===== config.mk =====
export PLATFORM = sky130hd
export DESIGN_NAME = buzzer_note_sequencer_flat
export DESIGN_NICKNAME = d
export VERILOG_FILES = /design/src/rtl/buzzer_note_sequencer_if.sv /design/src/rtl/buzzer_note_sequencer.sv /design/src/flat_wrapper.sv
export SDC_FILE = /design/constraint.sdc
export NUM_CORES = 1
export LEC_CHECK = 0
export ABC_AREA = 1
export CAP_MARGIN = 20
export CELL_PAD_IN_SITES_DETAIL_PLACEMENT = 1
export CELL_PAD_IN_SITES_GLOBAL_PLACEMENT = 1
export CORE_AREA = 10 10 231 233
export DETAILED_ROUTE_END_ITERATION = 8
export DIE_AREA = 0 0 241 243
export PLACE_DENSITY = 0.69
export SLEW_MARGIN = 30
export SYNTH_ARGS = -nofsm -noshare
export SYNTH_HDL_FRONTEND = slang
export SYNTH_SLANG_ARGS = --single-unit

===== constraint.sdc =====
create_clock -name HCLK -period 11.2 [get_ports HCLK]
set_input_delay 1.12 -clock HCLK [delete_from_list [all_inputs] [get_ports HCLK]]
set_output_delay 1.12 -clock HCLK [all_outputs]
set_load 0.01 [all_outputs]

===== src/rtl/buzzer_note_sequencer_if.sv =====
// Register-bank <-> note sequencer bundle: note pushes, playback control,
// timing configuration, buzzer drive and status.
interface buzzer_note_sequencer_if #(
   parameter int FIFO_DEPTH = 16,
   parameter int BEAT_W     = 24
);
   logic                          note_wr;
   logic [7:0]                    note_code;
   logic [7:0]                    note_beats;
   logic                          start;
   logic                          stop;
   logic                          flush;
   logic [BEAT_W-1:0]             beat_len;
   logic [BEAT_W-1:0]             gap_len;
   logic [7:0]                    tune_data;
   logic                          tune_pwm_en;
   logic                          busy;
   logic                          beat_finish;
   logic                          song_done;
   logic [$clog2(FIFO_DEPTH):0]   fifo_level;
   logic                          fifo_full;
   logic                          overflow;

   modport master (
      output note_wr, note_code, note_beats, start, stop, flush, beat_len, gap_len,
      input  tune_data, tune_pwm_en, busy, beat_finish, song_done, fifo_level,
             fifo_full, overflow
   );

   modport slave (
      input  note_wr, note_code, note_beats, start, stop, flush, beat_len, gap_len,
      output tune_data, tune_pwm_en, busy, beat_finish, song_done, fifo_level,
             fifo_full, overflow
   );
endinterface


===== src/rtl/buzzer_note_sequencer.sv =====
// Autonomous buzzer note sequencer: a FIFO of (code, beats) pairs played back
// for an exact number of beats each, with a programmable silent gap between notes.
module buzzer_note_sequencer #(
   parameter int FIFO_DEPTH = 16,
   parameter int BEAT_W     = 24
) (
   input logic                    HCLK,
   input logic                    HRESET,
   buzzer_note_sequencer_if.slave bus
);
   localparam int AW = $clog2(FIFO_DEPTH);
   localparam int LW = AW + 1;

   typedef enum logic [1:0] {S_IDLE, S_LOAD, S_PLAY, S_GAP} state_t;

   function automatic logic [BEAT_W-1:0] len_min1(input logic [BEAT_W-1:0] v);
      return (v == '0) ? BEAT_W'(1) : v;
   endfunction

   function automatic logic [7:0] beats_min1(input logic [7:0] v);
      return (v == 8'd0) ? 8'd1 : v;
   endfunction

   logic [15:0]       mem_q [FIFO_DEPTH];
   logic [AW-1:0]     wr_ptr_q, wr_ptr_d;
   logic [AW-1:0]     rd_ptr_q, rd_ptr_d;
   logic [LW-1:0]     level_q, level_d;
   logic              overflow_q, overflow_d;

   state_t            state_q;
   logic [7:0]        tune_data_q;
   logic              pwm_en_q;
   logic              song_done_q;
   logic [7:0]        beats_left_q;
   logic [BEAT_W-1:0] beat_len_q;
   logic [BEAT_W-1:0] gap_len_q;
   logic [BEAT_W-1:0] beat_cnt_q;
   logic [BEAT_W-1:0] gap_cnt_q;

   logic              full;
   logic              push_ok;
   logic              pop;
   logic              fifo_avail;
   logic              beat_last;
   logic              gap_last;
   logic [15:0]       head;

   assign full       = (level_q == LW'(FIFO_DEPTH));
   assign push_ok    = bus.note_wr && !full && !bus.flush;
   // An aborted LOAD leaves its entry in the FIFO for the next start.
   assign pop        = (state_q == S_LOAD) && (level_q != '0) && !bus.flush && !bus.stop;
   assign fifo_avail = (level_q != '0) && !bus.flush;
   assign head       = mem_q[rd_ptr_q];
   assign beat_last  = (beat_cnt_q == beat_len_q - BEAT_W'(1));
   assign gap_last   = (gap_cnt_q == gap_len_q - BEAT_W'(1));

   always_ff @(posedge HCLK) begin
      if (push_ok) begin
         mem_q[wr_ptr_q] <= {bus.note_code, bus.note_beats};
      end
   end

   always_comb begin
      wr_ptr_d   = wr_ptr_q;
      rd_ptr_d   = rd_ptr_q;
      level_d    = level_q;
      overflow_d = overflow_q;
      if (bus.flush) begin
         wr_ptr_d   = '0;
         rd_ptr_d   = '0;
         level_d    = '0;
         overflow_d = 1'b0;
      end else begin
         if (push_ok) wr_ptr_d = wr_ptr_q + AW'(1);
         if (pop)     rd_ptr_d = rd_ptr_q + AW'(1);
         level_d = level_q + LW'(push_ok) - LW'(pop);
         if (bus.note_wr && full) overflow_d = 1'b1;
      end
   end

   always_ff @(posedge HCLK or posedge HRESET) begin
      if (HRESET) begin
         wr_ptr_q   <= '0;
         rd_ptr_q   <= '0;
         level_q    <= '0;
         overflow_q <= 1'b0;
      end else begin
         wr_ptr_q   <= wr_ptr_d;
         rd_ptr_q   <= rd_ptr_d;
         level_q    <= level_d;
         overflow_q <= overflow_d;
      end
   end

   always_ff @(posedge HCLK or posedge HRESET) begin
      if (HRESET) begin
         state_q      <= S_IDLE;
         tune_data_q  <= 8'd0;
         pwm_en_q     <= 1'b0;
         song_done_q  <= 1'b0;
         beats_left_q <= 8'd0;
         beat_len_q   <= '0;
         gap_len_q    <= '0;
         beat_cnt_q   <= '0;
         gap_cnt_q    <= '0;
      end else begin
         song_done_q <= 1'b0;
         if (bus.stop) begin
            state_q  <= S_IDLE;
            pwm_en_q <= 1'b0;
         end else begin
            case (state_q)
               S_IDLE: begin
                  if (bus.start && fifo_avail) state_q <= S_LOAD;
               end
               S_LOAD: begin
                  tune_data_q  <= head[15:8];
                  pwm_en_q     <= (head[15:8] != 8'd0);
                  beats_left_q <= beats_min1(head[7:0]);
                  beat_len_q   <= len_min1(bus.beat_len);
                  gap_len_q    <= bus.gap_len;
                  beat_cnt_q   <= '0;
                  state_q      <= S_PLAY;
               end
               S_PLAY: begin
                  if (beat_last) begin
                     beat_cnt_q <= '0;
                     if (beats_left_q == 8'd1) begin
                        pwm_en_q <= 1'b0;
                        if (gap_len_q != '0) begin
                           gap_cnt_q <= '0;
                           state_q   <= S_GAP;
                        end else if (fifo_avail) begin
                           state_q <= S_LOAD;
                        end else begin
                           state_q     <= S_IDLE;
                           song_done_q <= 1'b1;
                        end
                     end else begin
                        beats_left_q <= beats_left_q - 8'd1;
                     end
                  end else begin
                     beat_cnt_q <= beat_cnt_q + BEAT_W'(1);
                  end
               end
               S_GAP: begin
                  if (gap_last) begin
                     if (fifo_avail) begin
                        state_q <= S_LOAD;
                     end else begin
                        state_q     <= S_IDLE;
                        song_done_q <= 1'b1;
                     end
                  end else begin
                     gap_cnt_q <= gap_cnt_q + BEAT_W'(1);
                  end
               end
               default: state_q <= S_IDLE;
            endcase
         end
      end
   end

   assign bus.tune_data   = tune_data_q;
   assign bus.tune_pwm_en = pwm_en_q;
   assign bus.song_done   = song_done_q;
   assign bus.busy        = (state_q != S_IDLE);
   assign bus.beat_finish = (state_q == S_PLAY) && beat_last;
   assign bus.fifo_level  = level_q;
   assign bus.fifo_full   = full;
   assign bus.overflow    = overflow_q;
endmodule

===== src/flat_wrapper.sv =====
// flat-port wrapper written by rule: the top's interface ports become plain ports
module buzzer_note_sequencer_flat 
#(
   parameter int FIFO_DEPTH = 16,
   parameter int BEAT_W     = 24
)
  (HCLK, HRESET, bus_note_wr, bus_note_code, bus_note_beats, bus_start, bus_stop, bus_flush, bus_beat_len, bus_gap_len, bus_tune_data, bus_tune_pwm_en, bus_busy, bus_beat_finish, bus_song_done, bus_fifo_level, bus_fifo_full, bus_overflow);
  buzzer_note_sequencer_if #(.FIFO_DEPTH(FIFO_DEPTH), .BEAT_W(BEAT_W)) bus_i ();
  input logic HCLK;
  input logic HRESET;
  input wire logic [$bits(bus_i.note_wr)-1:0] bus_note_wr;
  input wire logic [$bits(bus_i.note_code)-1:0] bus_note_code;
  input wire logic [$bits(bus_i.note_beats)-1:0] bus_note_beats;
  input wire logic [$bits(bus_i.start)-1:0] bus_start;
  input wire logic [$bits(bus_i.stop)-1:0] bus_stop;
  input wire logic [$bits(bus_i.flush)-1:0] bus_flush;
  input wire logic [$bits(bus_i.beat_len)-1:0] bus_beat_len;
  input wire logic [$bits(bus_i.gap_len)-1:0] bus_gap_len;
  output wire logic [$bits(bus_i.tune_data)-1:0] bus_tune_data;
  output wire logic [$bits(bus_i.tune_pwm_en)-1:0] bus_tune_pwm_en;
  output wire logic [$bits(bus_i.busy)-1:0] bus_busy;
  output wire logic [$bits(bus_i.beat_finish)-1:0] bus_beat_finish;
  output wire logic [$bits(bus_i.song_done)-1:0] bus_song_done;
  output wire logic [$bits(bus_i.fifo_level)-1:0] bus_fifo_level;
  output wire logic [$bits(bus_i.fifo_full)-1:0] bus_fifo_full;
  output wire logic [$bits(bus_i.overflow)-1:0] bus_overflow;
  assign bus_i.note_wr = bus_note_wr;
  assign bus_i.note_code = bus_note_code;
  assign bus_i.note_beats = bus_note_beats;
  assign bus_i.start = bus_start;
  assign bus_i.stop = bus_stop;
  assign bus_i.flush = bus_flush;
  assign bus_i.beat_len = bus_beat_len;
  assign bus_i.gap_len = bus_gap_len;
  assign bus_tune_data = bus_i.tune_data;
  assign bus_tune_pwm_en = bus_i.tune_pwm_en;
  assign bus_busy = bus_i.busy;
  assign bus_beat_finish = bus_i.beat_finish;
  assign bus_song_done = bus_i.song_done;
  assign bus_fifo_level = bus_i.fifo_level;
  assign bus_fifo_full = bus_i.fifo_full;
  assign bus_overflow = bus_i.overflow;
  buzzer_note_sequencer #(.FIFO_DEPTH(FIFO_DEPTH), .BEAT_W(BEAT_W)) u_core (.HCLK(HCLK), .HRESET(HRESET), .bus(bus_i));
endmodule

==> qor.txt <==
Final Cell Area: 22250 um2
Final sum of negative setup slack: 0 ns
Grt met3 use: 0.02686
Sequential cell area: 10940 um2
XOR/XNOR Fraction of Synth Area: 0.03780
Post-synth ARST share: 0.3368
Static leakage: 0.008813 uW
Crit path max fanout: 6
Power share of the clock group: 0.302
Total global routing overflow: 0
Cell family contributing the most delay on the critical path: simple AND/OR/NAND/NOR gates
Avg Vias per Cell: 5.351
Buf/Inv on CP: 2
Post-Syn Area: 19330 um2
Number of filler cells placed in the layout: 5527
CTS Buf Count: 44
Antenna violations before repair: 1
Worst EP required: 10.08 ns
Most common cell after layout, fill and taps aside: nand2_1
TritonCTS sink count: 386
Share of synthesized area spent on multiplexers: 0
Max H-tree Level: 2
Total via count in the routed design: 15142
Total of buffers placed on input and output ports: 88
Share of total power in combinational logic: 0.290
Final worst path period need: 4.480 ns
Achievable Freq: 223.2 MHz
Count of antenna-violating nets left after detailed routing: 0
Number of diodes added for antenna fixing: 0
Total power density per cell area: 204.9 nW/um2
Clock transition at the registers of the reported paths: 0.06 ns
Result of the run: finished clean
Layout Utilization: 0.4574
Number of setup violations in the final report: 0
Number of flip-flops and latches in the synthesized netlist: 386
Post CTS Setup Buffer Count: 0
Kind of start point of the critical path: flop
Post-synth net total: 2200
Global Route Usage Sum: 0.1900
Worst slew margin relative to its limit: 0.3664
Max Slew Vio Count: 0
Max cap viols: 0
Total count of hold-check failures in the final report: 0
Worst hold path type: reg -> reg
Simple logic cell fraction of the synthesized area: 0.2389
DRC violations left: 0
Routability-driven placement congestion ratio: 0.8460
Detailed placement HPWL: 36.27 mm
Die Y-Extent: 243 um
RSZ-0062 raised after global routing: no
Combinational family with the most area after synthesis: simple AND/OR/NAND/NOR gates
Period Utilization, post-route: 0.4000
Maximum clock path buffer count: 3
IO Count: 89
Most used routing layer: met2
Maximum number of pins on one net before global-route repair: 85
Root Buffer: clkbuf_16
Post-synthesis adder-cell area fraction: 0.01527
Number of cells produced by synthesis: 2107
Area of the multi-input gates: 7455 um2
Final worst clock skew: 0.02328 ns
Syn avg cell area: 9.175 um2
Core box area: 48650 um2
Via count of the first global-routing pass: 15826
Switching share of power: 0.3629
Count of hold-fix buffers inserted at cts: 0
CP endpoint kind: output port
Resized Gates After CTS: 0
Count of warnings emitted by yosys: 0
Reported net switching power: 1654 uW
DRC violation total after the first TritonRoute iteration: 963
Int Power: 2904 uW
Floorplan die area: 58560 um2
Start-to-end type of the worst setup path: reg -> out
Layout overhead on the synthesized area: 15.10%
Share of the yosys chip area belonging to registers: 0.5659
Count of standard-cell rows: 81
Measured slew at the worst slew-check pin: 0.9505 ns
Maximum VDD drop: 0.1323 mV
Placed Instance Area: 20880 um2
Highest-count cells in the layout ignoring fill and taps: nand2_1, nor2_1, edfxtp_1
Biggest cell delay along the critical path: 0.58 ns
Library cells used by synthesis: 50
Arrival time reported for the critical path endpoint: 3.36 ns
Proportion of layout cells with a drive suffix above 1: 0.07926
Die X: 241 um
Post-synthesis compound-gate area fraction: 0.08815
Per-cell routed wire length: 19.73 um
Global-route wire length before repair: 88.33 mm
Most used DFF post-synth: edfxtp_1
Master of the slowest instance on the critical path: clkdlybuf4s50_1
Cell-by-cell trace of the critical path: inv_2 -> ha_1 -> nand3_4 -> nor2_2 -> a21o_1 -> nand2_1 -> nor3b_1 -> nand4_1 -> nor2_1 -> nand4_1 -> nor2_1 -> clkdlybuf4s50_1
Routed wire length: 55.84 mm
Proportion of power drawn by flip-flops and latches: 0.409
Number of iterations in the first detailed-routing pass: 5
TritonCTS clock tree: yes
Clk Latency, worst-skew pair: 0.60 ns
Number of synthesized flops with an enable pin: 256
Starting density of the core: 0.3974
Met1 usage: 0.2397
# nets final: 2269
Met2 capacity usage during global routing: 0.3324
layout make-up:
cell class                      count  share of cell area
Multi-Input combinational cell   1462              0.3350
Inverter                          170             0.02896
Tap cell                          622             0.03498
Clock buffer                       55             0.05224
Timing Repair Buffer              112             0.04768
Clock inverter                     23            0.009278
Sequential cell                   386              0.4918
metal layers:
layer	wire length (um)	share of wire
met5	13	0.00023
met4	1107	0.020
met3	2502	0.045
met2	28200	0.50
met1	24020	0.43
worst paths after layout:
path                                               from                      end  slack [ns]  cells after the start
worst max-delay path               u_core.beat_len_q[0]          bus_beat_finish        6.72                     12
worst min-delay path            u_core.bus.tune_data[4]  u_core.bus.tune_data[4]        0.49                      2
worst max register to register       u_core.rd_ptr_q[0]   u_core.beats_left_q[0]        7.21                     13
worst min register to register  u_core.bus.tune_data[4]  u_core.bus.tune_data[4]        0.49                      2
max in group asynchronous                        HRESET     u_core.beat_len_q[6]        8.89                      3
min in group asynchronous                        HRESET  u_core.bus.tune_data[4]        1.00                      2
synthesized netlist by cell type (2+ instances only):
cell type    n  share of area
clkbuf_1    63          0.012
o22ai_1     58          0.019
nor2_1     301          0.058
o21ai_0    214          0.055
nor2_4      13         0.0076
xor3_1       2         0.0025
inv_2        7         0.0014
or2_2        4         0.0013
nand4_1     40          0.013
or2_0        3        0.00097
nor3b_1      3         0.0012
xnor2_1     26          0.012
dfrtp_1    130           0.17
xor2_1      52          0.024
buf_12       2         0.0021
nand2_1    445          0.086
nand3b_1     9         0.0035
nand3_2      2         0.0010
nand3_4      3         0.0027
a22oi_1      2        0.00078
ha_1        22          0.014
nor3_1      33         0.0085
nand2_2      9         0.0029
buf_2        9         0.0023
nor2_2      16         0.0052
buf_4        5         0.0019
nand2_4      5         0.0029
edfxtp_1   256           0.40
buf_1        9         0.0017
and2_1       2        0.00065
nand3_1    137          0.035
o21ai_1     10         0.0026
inv_1      161          0.031
nor4_1       8         0.0026
clkinv_1     2        0.00039
a21oi_1     26         0.0067
a31oi_1      3        0.00097
nor2_8       3         0.0031
state kept, by name (all words and copies together), names as in the netlist, 4 cells and up:
signal	count
u_core.bus.fifo_level	5
u_core.gap_cnt_q	24
u_core.wr_ptr_q	4
u_core.gap_len_q	24
u_core.bus.tune_data	8
u_core.mem_q	256
u_core.beat_cnt_q	24
u_core.beat_len_q	24
u_core.beats_left_q	8
u_core.rd_ptr_q	4
cell families after synthesis:
| kind of cell | count (synthesis) |
|---|---|
| AO/OA/AOI/OAI | 319 |
| XOR/XNOR | 80 |
| adder cells (fa/ha/maj) | 23 |
| buffers and inverters | 259 |
| flip-flops | 386 |
| AND/OR/NAND/NOR | 1040 |
per-stage QoR:
step / cells / setup slack (ns) / hold slack, ns / total power, uW
2_1_floorplan: 2107 / 6.611 / 0.4719 / 2785
3_3_place_gp: 2752 / 6.597 / 0.4686 / 3170
3_5_place_dp: 2752 / 6.571 / 0.4782 / 3217
4_1_cts: 2830 / 6.697 / 0.4927 / 4613
5_1_grt: 2830 / 6.525 / 0.5202 / 4871
6_report: 2830 / 6.720 / 0.4879 / 4559
worst min-delay path: stages (launching register included):
cell and delay (ns):
dfrtp_1 0.34, nand2_1 0.05, o21ai_0 0.06
power by group through the flow:
stage | combinational (uW) | sequential, uW | clock, uW
floorplan | 960 | 1820 | 0
global placement | 1290 | 1880 | 0
detailed placement | 1330 | 1890 | 0
CTS | 1340 | 1860 | 1410
global route | 1510 | 1890 | 1470
finish | 1320 | 1860 | 1380
Power figures use the tool's default switching activity.
